<file path="src/rtl/uart_cmd_parser_pkg.sv">
// Shared types for the UART command-frame parser: FSM states, default sync marker
// and the frame header layout.
package uart_pkg;

  typedef enum logic [2:0] {
    S_SYNC    = 3'd0,
    S_CMD     = 3'd1,
    S_LEN     = 3'd2,
    S_PAYLOAD = 3'd3,
    S_CHK     = 3'd4,
    S_HOLD    = 3'd5
  } state_t;

  localparam logic [7:0] SYNC_BYTE_DEF = 8'hA5;

  typedef struct packed {
    logic [7:0] cmd;
    logic [7:0] len;
  } frame_hdr_t;

endpackage

</file>
<file path="src/rtl/uart_cmd_parser_if.sv">
// Byte-strobe input, held-frame handshake, payload read port and error pulses of the
// UART command parser; master = byte source / frame consumer, slave = parser.
interface uart_cmd_parser_if #(
  parameter int MAX_LEN = 16
);
  localparam int LW = $clog2(MAX_LEN + 1);
  localparam int AW = (MAX_LEN > 1) ? $clog2(MAX_LEN) : 1;

  logic          rx_dv;
  logic [7:0]    rx_byte;
  logic          frame_valid;
  logic          frame_ready;
  logic [7:0]    frame_cmd;
  logic [LW-1:0] frame_len;
  logic [AW-1:0] rd_addr;
  logic [7:0]    rd_data;
  logic          err_chk;
  logic          err_len;
  logic          err_drop;
  logic          err_timeout;

  modport master (
    output rx_dv, rx_byte, frame_ready, rd_addr,
    input  frame_valid, frame_cmd, frame_len, rd_data,
    input  err_chk, err_len, err_drop, err_timeout
  );

  modport slave (
    input  rx_dv, rx_byte, frame_ready, rd_addr,
    output frame_valid, frame_cmd, frame_len, rd_data,
    output err_chk, err_len, err_drop, err_timeout
  );
endinterface

</file>
<file path="src/rtl/uart_cmd_parser_frame_buf.sv">
// Payload register file: MAX_LEN x 8, one synchronous write port, asynchronous read.
// Cleared on reset so out-of-frame reads never return X.
module uart_frame_buf #(
  parameter int MAX_LEN = 16,
  parameter int IW      = (MAX_LEN > 1) ? $clog2(MAX_LEN) : 1
) (
  input  logic          clk,
  input  logic          rst,
  input  logic          i_we,
  input  logic [IW-1:0] i_waddr,
  input  logic [7:0]    i_wdata,
  input  logic [IW-1:0] i_raddr,
  output logic [7:0]    o_rdata
);
  logic [7:0] r_mem [MAX_LEN];

  always_ff @(posedge clk or posedge rst) begin
    if (rst) begin
      for (int i = 0; i < MAX_LEN; i++) r_mem[i] <= 8'h00;
    end else if (i_we) begin
      r_mem[i_waddr] <= i_wdata;
    end
  end

  // Addresses past the last entry exist only when MAX_LEN is not a power of two.
  if ((2 ** IW) == MAX_LEN) begin : g_rd_full
    assign o_rdata = r_mem[i_raddr];
  end else begin : g_rd_guard
    assign o_rdata = (int'(i_raddr) < MAX_LEN) ? r_mem[i_raddr] : 8'h00;
  end
endmodule

</file>
<file path="src/rtl/uart_cmd_parser.sv">
// UART command-frame parser: SYNC CMD LEN payload CHK, XOR checksum, held until handshake.
// Optional inter-byte timeout enabled by defining UART_PARSER_TIMEOUT_EN.
module uart_cmd_parser
  import uart_pkg::*;
#(
  parameter int         MAX_LEN      = 16,
  parameter logic [7:0] SYNC_BYTE    = SYNC_BYTE_DEF,
  parameter int         TIMEOUT_CLKS = 86800
) (
  input logic             clk,
  input logic             rst,
  uart_cmd_parser_if.slave bus
);
  localparam int         IW        = (MAX_LEN > 1) ? $clog2(MAX_LEN) : 1;
  localparam int         LW        = $clog2(MAX_LEN + 1);
  localparam logic [7:0] MAX_LEN_B = 8'(MAX_LEN);

  if (MAX_LEN < 1 || MAX_LEN > 255 || TIMEOUT_CLKS < 1) begin : g_param_check
    $error("uart_cmd_parser: MAX_LEN must be 1..255 and TIMEOUT_CLKS >= 1");
  end

  state_t        r_state, w_state_nxt;
  frame_hdr_t    r_hdr, w_hdr_nxt;
  logic [7:0]    r_xor, w_xor_nxt;
  logic [IW-1:0] r_idx, w_idx_nxt;
  logic          w_we;
  logic          r_valid;
  logic          r_err_chk, w_err_chk;
  logic          r_err_len, w_err_len;
  logic          r_err_drop, w_err_drop;

`ifdef UART_PARSER_TIMEOUT_EN
  localparam int GW = (TIMEOUT_CLKS > 1) ? $clog2(TIMEOUT_CLKS) : 1;
  logic [GW-1:0] r_gap;
  logic          w_counting;
  logic          w_timeout;
  logic          r_err_timeout;

  assign w_counting = (r_state inside {S_CMD, S_LEN, S_PAYLOAD, S_CHK});
`endif

  // Next-state, header/checksum/index updates and error decode for one byte strobe.
  always_comb begin
    w_state_nxt = r_state;
    w_hdr_nxt   = r_hdr;
    w_xor_nxt   = r_xor;
    w_idx_nxt   = r_idx;
    w_we        = 1'b0;
    w_err_chk   = 1'b0;
    w_err_len   = 1'b0;
    w_err_drop  = 1'b0;
`ifdef UART_PARSER_TIMEOUT_EN
    w_timeout   = 1'b0;
`endif
    case (r_state)
      S_SYNC: begin
        if (bus.rx_dv && (bus.rx_byte == SYNC_BYTE)) w_state_nxt = S_CMD;
        else w_state_nxt = S_SYNC;
      end
      S_CMD: begin
        if (bus.rx_dv) begin
          w_hdr_nxt.cmd = bus.rx_byte;
          w_xor_nxt     = bus.rx_byte;
          w_state_nxt   = S_LEN;
        end else begin
          w_state_nxt = S_CMD;
        end
      end
      S_LEN: begin
        if (bus.rx_dv && (bus.rx_byte > MAX_LEN_B)) begin
          w_err_len   = 1'b1;
          w_state_nxt = S_SYNC;
        end else if (bus.rx_dv) begin
          w_hdr_nxt.len = bus.rx_byte;
          w_xor_nxt     = r_xor ^ bus.rx_byte;
          w_idx_nxt     = '0;
          w_state_nxt   = (bus.rx_byte == 8'h00) ? S_CHK : S_PAYLOAD;
        end else begin
          w_state_nxt = S_LEN;
        end
      end
      S_PAYLOAD: begin
        if (bus.rx_dv) begin
          w_we      = 1'b1;
          w_xor_nxt = r_xor ^ bus.rx_byte;
          // Index stops at len-1 so a full MAX_LEN frame never wraps it.
          if (8'(r_idx) == (r_hdr.len - 8'd1)) w_state_nxt = S_CHK;
          else w_idx_nxt = r_idx + IW'(1);
        end else begin
          w_state_nxt = S_PAYLOAD;
        end
      end
      S_CHK: begin
        if (bus.rx_dv && (bus.rx_byte == r_xor)) begin
          w_state_nxt = S_HOLD;
        end else if (bus.rx_dv) begin
          w_err_chk   = 1'b1;
          w_state_nxt = S_SYNC;
        end else begin
          w_state_nxt = S_CHK;
        end
      end
      S_HOLD: begin
        w_err_drop = bus.rx_dv;
        if (r_valid && bus.frame_ready) w_state_nxt = S_SYNC;
        else w_state_nxt = S_HOLD;
      end
      default: w_state_nxt = S_SYNC;
    endcase
`ifdef UART_PARSER_TIMEOUT_EN
    // A byte on the expiry cycle takes priority over the timeout.
    if (w_counting && !bus.rx_dv && (r_gap == GW'(TIMEOUT_CLKS - 1))) begin
      w_timeout   = 1'b1;
      w_state_nxt = S_SYNC;
    end else begin
      w_timeout = 1'b0;
    end
`endif
  end

  always_ff @(posedge clk or posedge rst) begin
    if (rst) begin
      r_state    <= S_SYNC;
      r_hdr      <= '0;
      r_xor      <= 8'h00;
      r_idx      <= '0;
      r_valid    <= 1'b0;
      r_err_chk  <= 1'b0;
      r_err_len  <= 1'b0;
      r_err_drop <= 1'b0;
    end else begin
      r_state    <= w_state_nxt;
      r_hdr      <= w_hdr_nxt;
      r_xor      <= w_xor_nxt;
      r_idx      <= w_idx_nxt;
      r_valid    <= (w_state_nxt == S_HOLD);
      r_err_chk  <= w_err_chk;
      r_err_len  <= w_err_len;
      r_err_drop <= w_err_drop;
    end
  end

`ifdef UART_PARSER_TIMEOUT_EN
  always_ff @(posedge clk or posedge rst) begin
    if (rst) begin
      r_gap         <= '0;
      r_err_timeout <= 1'b0;
    end else begin
      r_err_timeout <= w_timeout;
      if (bus.rx_dv || !w_counting || w_timeout) r_gap <= '0;
      else r_gap <= r_gap + GW'(1);
    end
  end
  assign bus.err_timeout = r_err_timeout;
`else
  assign bus.err_timeout = 1'b0;
`endif

  uart_frame_buf #(.MAX_LEN(MAX_LEN), .IW(IW)) u_buf (
    .clk     (clk),
    .rst     (rst),
    .i_we    (w_we),
    .i_waddr (r_idx),
    .i_wdata (bus.rx_byte),
    .i_raddr (bus.rd_addr),
    .o_rdata (bus.rd_data)
  );

  assign bus.frame_valid = r_valid;
  assign bus.frame_cmd   = r_hdr.cmd;
  assign bus.frame_len   = r_hdr.len[LW-1:0];
  assign bus.err_chk     = r_err_chk;
  assign bus.err_len     = r_err_len;
  assign bus.err_drop    = r_err_drop;
endmodule

</file>
<file path="src/flat_wrapper.sv">
// flat-port wrapper written by rule: the top's interface ports become plain ports
module uart_cmd_parser_flat import uart_pkg::*;
#(
  parameter int         MAX_LEN      = 16,
  parameter logic [7:0] SYNC_BYTE    = SYNC_BYTE_DEF,
  parameter int         TIMEOUT_CLKS = 86800
)
  (clk, rst, bus_rx_dv, bus_rx_byte, bus_frame_ready, bus_rd_addr, bus_frame_valid, bus_frame_cmd, bus_frame_len, bus_rd_data, bus_err_chk, bus_err_len, bus_err_drop, bus_err_timeout);
  uart_cmd_parser_if #(.MAX_LEN(MAX_LEN)) bus_i ();
  input logic clk;
  input logic rst;
  input wire logic [$bits(bus_i.rx_dv)-1:0] bus_rx_dv;
  input wire logic [$bits(bus_i.rx_byte)-1:0] bus_rx_byte;
  input wire logic [$bits(bus_i.frame_ready)-1:0] bus_frame_ready;
  input wire logic [$bits(bus_i.rd_addr)-1:0] bus_rd_addr;
  output wire logic [$bits(bus_i.frame_valid)-1:0] bus_frame_valid;
  output wire logic [$bits(bus_i.frame_cmd)-1:0] bus_frame_cmd;
  output wire logic [$bits(bus_i.frame_len)-1:0] bus_frame_len;
  output wire logic [$bits(bus_i.rd_data)-1:0] bus_rd_data;
  output wire logic [$bits(bus_i.err_chk)-1:0] bus_err_chk;
  output wire logic [$bits(bus_i.err_len)-1:0] bus_err_len;
  output wire logic [$bits(bus_i.err_drop)-1:0] bus_err_drop;
  output wire logic [$bits(bus_i.err_timeout)-1:0] bus_err_timeout;
  assign bus_i.rx_dv = bus_rx_dv;
  assign bus_i.rx_byte = bus_rx_byte;
  assign bus_i.frame_ready = bus_frame_ready;
  assign bus_i.rd_addr = bus_rd_addr;
  assign bus_frame_valid = bus_i.frame_valid;
  assign bus_frame_cmd = bus_i.frame_cmd;
  assign bus_frame_len = bus_i.frame_len;
  assign bus_rd_data = bus_i.rd_data;
  assign bus_err_chk = bus_i.err_chk;
  assign bus_err_len = bus_i.err_len;
  assign bus_err_drop = bus_i.err_drop;
  assign bus_err_timeout = bus_i.err_timeout;
  uart_cmd_parser #(.MAX_LEN(MAX_LEN), .SYNC_BYTE(SYNC_BYTE), .TIMEOUT_CLKS(TIMEOUT_CLKS)) u_core (.clk(clk), .rst(rst), .bus(bus_i));
endmodule
</file>
<file path="config.mk">
export PLATFORM = sky130hd
export DESIGN_NAME = uart_cmd_parser_flat
export DESIGN_NICKNAME = d
export VERILOG_FILES = /design/src/rtl/uart_cmd_parser_pkg.sv /design/src/rtl/uart_cmd_parser_if.sv /design/src/rtl/uart_cmd_parser_frame_buf.sv /design/src/rtl/uart_cmd_parser.sv /design/src/flat_wrapper.sv
export SDC_FILE = /design/constraint.sdc
export NUM_CORES = 1
export LEC_CHECK = 0
export BUFFER_PORTS_ARGS = -buffer_cell sky130_fd_sc_hd__buf_2
export CAP_MARGIN = 20
export CORE_ASPECT_RATIO = 0.75
export CORE_UTILIZATION = 61
export DETAILED_ROUTE_END_ITERATION = 8
export PLACE_DENSITY = 0.79
export SLEW_MARGIN = 20
export SYNTH_ARGS = -nofsm -noshare
export SYNTH_HDL_FRONTEND = slang
export SYNTH_HIERARCHICAL = 1
export SYNTH_SLANG_ARGS = --single-unit
</file>
<file path="constraint.sdc">
create_clock -name clk -period 5.6 [get_ports clk]
set_input_delay 1.12 -clock clk [delete_from_list [all_inputs] [get_ports clk]]
set_output_delay 1.12 -clock clk [all_outputs]
set_load 0.005 [all_outputs]
</file>
* Word-level counts from Yosys, hierarchy flattened
Cells that the tools add are included.
** Word-level totals
- Register bits :: 163
- Input port bits :: 16
- Output and inout port bits :: 26
- Logic and storage cells :: 95
** Operators by class
- Add/sub/neg operators :: 2
- $lt $le $gt $ge :: 4
- Eq/ne operators :: 14
- Multiplexer cells :: 33
- Bitwise operators :: 4
- Reduce and logical (&&, ||, !) cells :: 13
** Operator list (number)
- bitwise mux 128 bit :: 1
- 2-to-1 mux 8 bit :: 6
- binary-select mux 8 bit (select 4 bit) :: 1
- demux 8 bit (select 4 bit) :: 1
- 2-to-1 mux 3 bit :: 8
- one-hot mux 8 bit (3 select lines) :: 1
- one-hot mux 3 bit (6 select lines) :: 1
- 2-to-1 mux 4 bit :: 4
- >= comparator 5 bit (second input constant) :: 2
- != test 2 bit (second input constant) :: 5
- NOT 4 -> 5 bit :: 2
- equality test 3 bit (second input constant) :: 3
- equality test 4 x 8 -> 1 bit :: 1
- equality test 8 bit :: 1
- equality test 8 bit (second input constant) :: 1
- greater-than comparator 8 x 5 -> 1 bit (second input constant) :: 1
- logical NOT 8 bit :: 1
- 2-to-1 mux 1 bit :: 8
- one-hot mux 4 bit (2 select lines) :: 1
- subtractor 8 x 1 -> 8 bit (second input constant) :: 1
- XOR 8 bit :: 1
- equality test 3 x 2 -> 1 bit (second input constant) :: 2
- AND reduction 3 bit :: 2
- logical AND 1 bit :: 5
- other kinds (10) :: 10

* Depth between registers and ports, before layout
- Word-level depth :: 6
- Gate-level depth with buffers :: 8
- Mapped depth without buffers :: 8

* Hierarchy
The synthesis kept the hierarchy.
** Modules (own cells, without submodules)
- uart_frame_buf :: instances 1, cells an instance 369, area an instance 5953.2 µm², sequential area each 3203.1 µm²
- uart_cmd_parser :: instances 1, cells an instance 227, area an instance 2084.5 µm², sequential area each 875.8 µm²

* Least setup slack after synthesis
Ideal clock, no wire load.
- Path type :: input -> output
- From :: in bus_rd_addr[0]
- To :: out bus_rd_data[0]
- Arrival time :: 2.332 ns
- Data required time :: 4.480 ns
- Slack :: 2.148 ns
- Cell stages on the path :: 5
- Buffers on the path :: 2
- Path through :: buf_2 buf_2 mux4_2 a22oi_1 nand2_1
** On the way
- Longest elaborated chain between the ends :: 4
** Ends and longest elaborated chain
- from (decl) :: line flat_wrapper.sv:15 : input wire logic [$bits(bus_i.rd_addr)-1:0] bus_rd_addr;
- NOT 4 -> 5 bit (implied by the code) :: line uart_cmd_parser_frame_buf.sv:27 : assign o_rdata = r_mem[i_raddr];
- binary-select mux 8 bit (select 4 bit) :: line uart_cmd_parser_frame_buf.sv:27
- 2-to-1 mux 8 bit (implied by the code) (2 in a row) :: line uart_cmd_parser_frame_buf.sv:27
- to (decl) :: line flat_wrapper.sv:19 : output wire logic [$bits(bus_i.rd_data)-1:0] bus_rd_data;
No other way between the ends. The select of a mux whose other input is x is not followed.

* Worst setup path after layout
- From :: in bus_rd_addr[0]
- To :: out bus_rd_data[4]
Same word-level chain as after synthesis.

==> flow_summary.json <==
{
  "fin_skew_ns": 0.0107,
  "met2WireLength_mm": 7.85,
  "antenna_found_initial": 0,
  "totalNegativeSetupSlack_ns": 0,
  "p_per_area_nw_per_um2": 287,
  "power.sequential.fraction": 0.477,
  "commonest_cells_after_routing_fill_and_taps_aside": "163 x sky130_fd_sc_hd__dfrtp_1, 117 x sky130_fd_sc_hd__mux2_2, 51 x sky130_fd_sc_hd__nand2_1, 40 x sky130_fd_sc_hd__buf_2, 32 x sky130_fd_sc_hd__mux4_2",
  "post_route_cells_drive_above_1_share": 0.415,
  "core_region_area_um2": 12600,
  "route.met3.wl_um": 791,
  "finalSetupViolCount": 0,
  "grt_pass1_wl_mm": 27.0,
  "tightest_slew_ns": 0.968,
  "drt_pass1_iterations": 5,
  "drc": 0,
  "ys_seq_area_frac": 0.507,
  "cell_internal_pwr_mw": 1.96,
  "syn-cell-area_um2": 8040,
  "ys_seq_elements": 163,
  "vdd_ir_drop_max_mv": 0.259,
  "switching_share": 0.225,
  "grt_max_degree": 78,
  "floorplan.die_area_um2": 13600,
  "yosysTopAreaCellShare": 0.507,
  "cts.repair_timing.setup_buffer_count": 0,
  "critical_path.startpoint_type": "primary input",
  "finalWeightedCongestion": 0.837,
  "totalWireLength_mm": 16.5,
  "via_count": 4874,
  "rsz_0062_raised_after_global_routing": "no",
  "chipWidth_um": 135,
  "result_of_the_run": "finished clean",
  "total_leakage_power_nw": 4.32,
  "max_clock_freq_mhz": 249,
  "power_switching_uw": 569,
  "p_clk_frac": 0.475,
  "layout.nets": 620,
  "gr-total-overflow": 0,
  "topRoutingLayerUsed": "met4",
  "worstHoldPathType": "flip-flop to flip-flop",
  "layout_commonest_cell": "sky130_fd_sc_hd__dfrtp_1",
  "clk_transition_reported_paths_ns": 0.06,
  "cts_resized": 0,
  "via_per_inst": 6.25,
  "cp_data_arrival_time_ns": 2.89,
  "crit_type": "primary input to output pin",
  "synthesis.area_per_instance_um2": 13.5,
  "cts_htree_levels": 4,
  "cts.path.max_buffers": 2,
  "portBuffers": 40,
  "cts.sinks": 163,
  "drv_cap": 0,
  "cts_inserted_buffers": 17,
  "ff_latch_area_um2": 4080,
  "dieHeight_um": 101,
  "diodes": 0,
  "tritoncts_clock_tree": "yes",
  "floorplan.rows": 35,
  "fillers": 841,
  "vias_in_the_first_global_route": 5087,
  "place_hpwl_mm": 11.0,
  "power_mw": 2.53,
  "synth_ff_type": "sky130_fd_sc_hd__dfrtp_1",
  "syn_warnings": 6,
  "mappedNetlistNets": 614,
  "clockRootBuffer": "sky130_fd_sc_hd__clkbuf_16",
  "ios": 42,
  "async_flop_share": 1.00,
  "min_period_ns": 4.01,
  "syn_inst": 596,
  "setup_ws_ns": 1.59,
  "slew_violations": 0,
  "ys_types": 55,
  "groute.usage.overall": 0.267,
  "critPathMaxFanout": 17,
  "dpl_worst_slack_ns": 1.57,
  "antenna_violating_nets_post_route": 0,
  "total_count_of_hold_check_failures_in_the_final_report": 0,
  "max-slew-margin-rel": 0.353,
  "yosys-top-cells-area": "sky130_fd_sc_hd__dfrtp_1 51%, sky130_fd_sc_hd__mux2_2 16%, sky130_fd_sc_hd__mux4_2 9.0%",
  "drt-wirelength-per-cell_um": 21.2,
  "met1_wire_length_mm": 7.79,
  "clk-insertion-delay-late_ns": 0.42,
  "timing.critical_path.to_type": "output pin",
  "area.growth.synth_to_final_pct": 9.29,
  "cts_hold_buf": 0,
  "dr.first_iter.drc_count": 369,
  "fin_crit_sh": 0.716,
  "footprint_of_the_multi_input_gates_um2": 3630,
  "initial_utilization": 0.640,
  "critical_path_required_ns": 4.48,
  "comb_power_share": 0.048,
  "synth-edff-count": 0,
  "synth_top_cell_by_area": "sky130_fd_sc_hd__dfrtp_1"
}
## critical path, stage by stage
cell	delay [ns]
sky130_fd_sc_hd__buf_2	0.47
sky130_fd_sc_hd__buf_4	0.33
sky130_fd_sc_hd__mux4_2	0.52
sky130_fd_sc_hd__a22oi_1	0.22
sky130_fd_sc_hd__nand2_1	0.08
sky130_fd_sc_hd__buf_2	0.13
## registers in the layout (all words and copies together), names as in the netlist
register	flops
u_core/bus.frame_len	5
u_core/bus.err_chk	1
u_core/r_xor	8
u_core/u_buf/r_mem	128
u_core/bus.err_drop	1
u_core/bus.err_len	1
u_core/r_hdr	3
u_core/r_state	3
u_core/r_idx	4
u_core/bus.frame_cmd	8
u_core/bus.frame_valid	1
## per-stage QoR
stage / cells / hold slack, ns / instance area, um2 / util
2_1_floorplan: 596 / 0.446 / 8040 / -
3_3_place_gp: 749 / 0.453 / 8180 / 0.651
3_5_place_dp: 749 / 0.459 / 8180 / 0.651
4_1_cts: 780 / 0.476 / 8780 / 0.699
5_1_grt: 780 / 0.502 / 8780 / 0.699
6_report: 780 / 0.472 / 8780 / 0.699
## cells by family (layout without fill, tap and decap cells)
kind of cell    count (synthesis)  in the layout  share of synthesized area
mux                           169            169                      0.288
flops                         163            163                      0.507
simple gates                  129            129                     0.0918
buf+inv                        64             82                     0.0408
compound gates                 55             55                     0.0537
xor+xnor                       13             13                     0.0142
fa+ha+maj                       2              2                    0.00311
other cells                     1              1                   0.000467
## synth_stat cells (5+ instances only)
library cell	number
sky130_fd_sc_hd__buf_2	13
sky130_fd_sc_hd__xor2_1	8
sky130_fd_sc_hd__xnor2_1	5
sky130_fd_sc_hd__nand2_1	51
sky130_fd_sc_hd__a21oi_1	14
sky130_fd_sc_hd__clkbuf_1	22
sky130_fd_sc_hd__and2_1	5
sky130_fd_sc_hd__or4_1	5
sky130_fd_sc_hd__mux4_2	32
sky130_fd_sc_hd__mux2_2	117
sky130_fd_sc_hd__nor2_1	16
sky130_fd_sc_hd__buf_4	17
sky130_fd_sc_hd__nand2b_1	7
sky130_fd_sc_hd__dfrtp_1	163
sky130_fd_sc_hd__nor2b_1	5
sky130_fd_sc_hd__inv_1	7
sky130_fd_sc_hd__a22oi_1	16
sky130_fd_sc_hd__mux2_4	16
sky130_fd_sc_hd__o211a_1	7
sky130_fd_sc_hd__o21ai_0	5
## final cells by class
type,count,share of cell area
flip-flops and latches,163,0.464
multi-input cells,369,0.413
clock buffers,21,0.0524
repair buffers,44,0.0262
well taps,166,0.0236
clock inverters,10,0.0168
inverters,7,0.00328
## power groups by stage
stage / sequential [mW] / clock (mW) / combinational, mW
6_report: 1.20 / 1.20 / 0.121
5_1_grt: 1.21 / 1.27 / 0.136
4_1_cts: 1.20 / 1.22 / 0.124
3_5_place_dp: 1.23 / 0 / 0.122
3_3_place_gp: 1.22 / 0 / 0.118
2_1_floorplan: 1.22 / 0 / 0.0913
## routing by layer
layer | track usage | up-vias
li1 | - | 2166
met1 | 0.379 | 2567
met2 | 0.425 | 126
met3 | 0.0576 | 15
met4 | 0.0700 | 0
met5 | 0 | -
## final timing paths
path	from	end	slack, ns	depth (start not counted)
setup / recovery	bus_rd_addr[0]	bus_rd_data[4]	1.59	6
max in group asynchronous	rst	u_core/u_buf/r_mem[126]	3.44	3
setup reg to reg	u_core/r_state[1]	u_core/u_buf/r_mem[104]	2.65	5
min in group asynchronous	rst	u_core/r_hdr[6]	0.84	3
hold reg to reg	u_core/bus.frame_cmd[1]	u_core/bus.frame_cmd[1]	0.47	2
hold / removal	u_core/bus.frame_cmd[1]	u_core/bus.frame_cmd[1]	0.47	2
No activity file was read; power rests on OpenSTA's default activity.
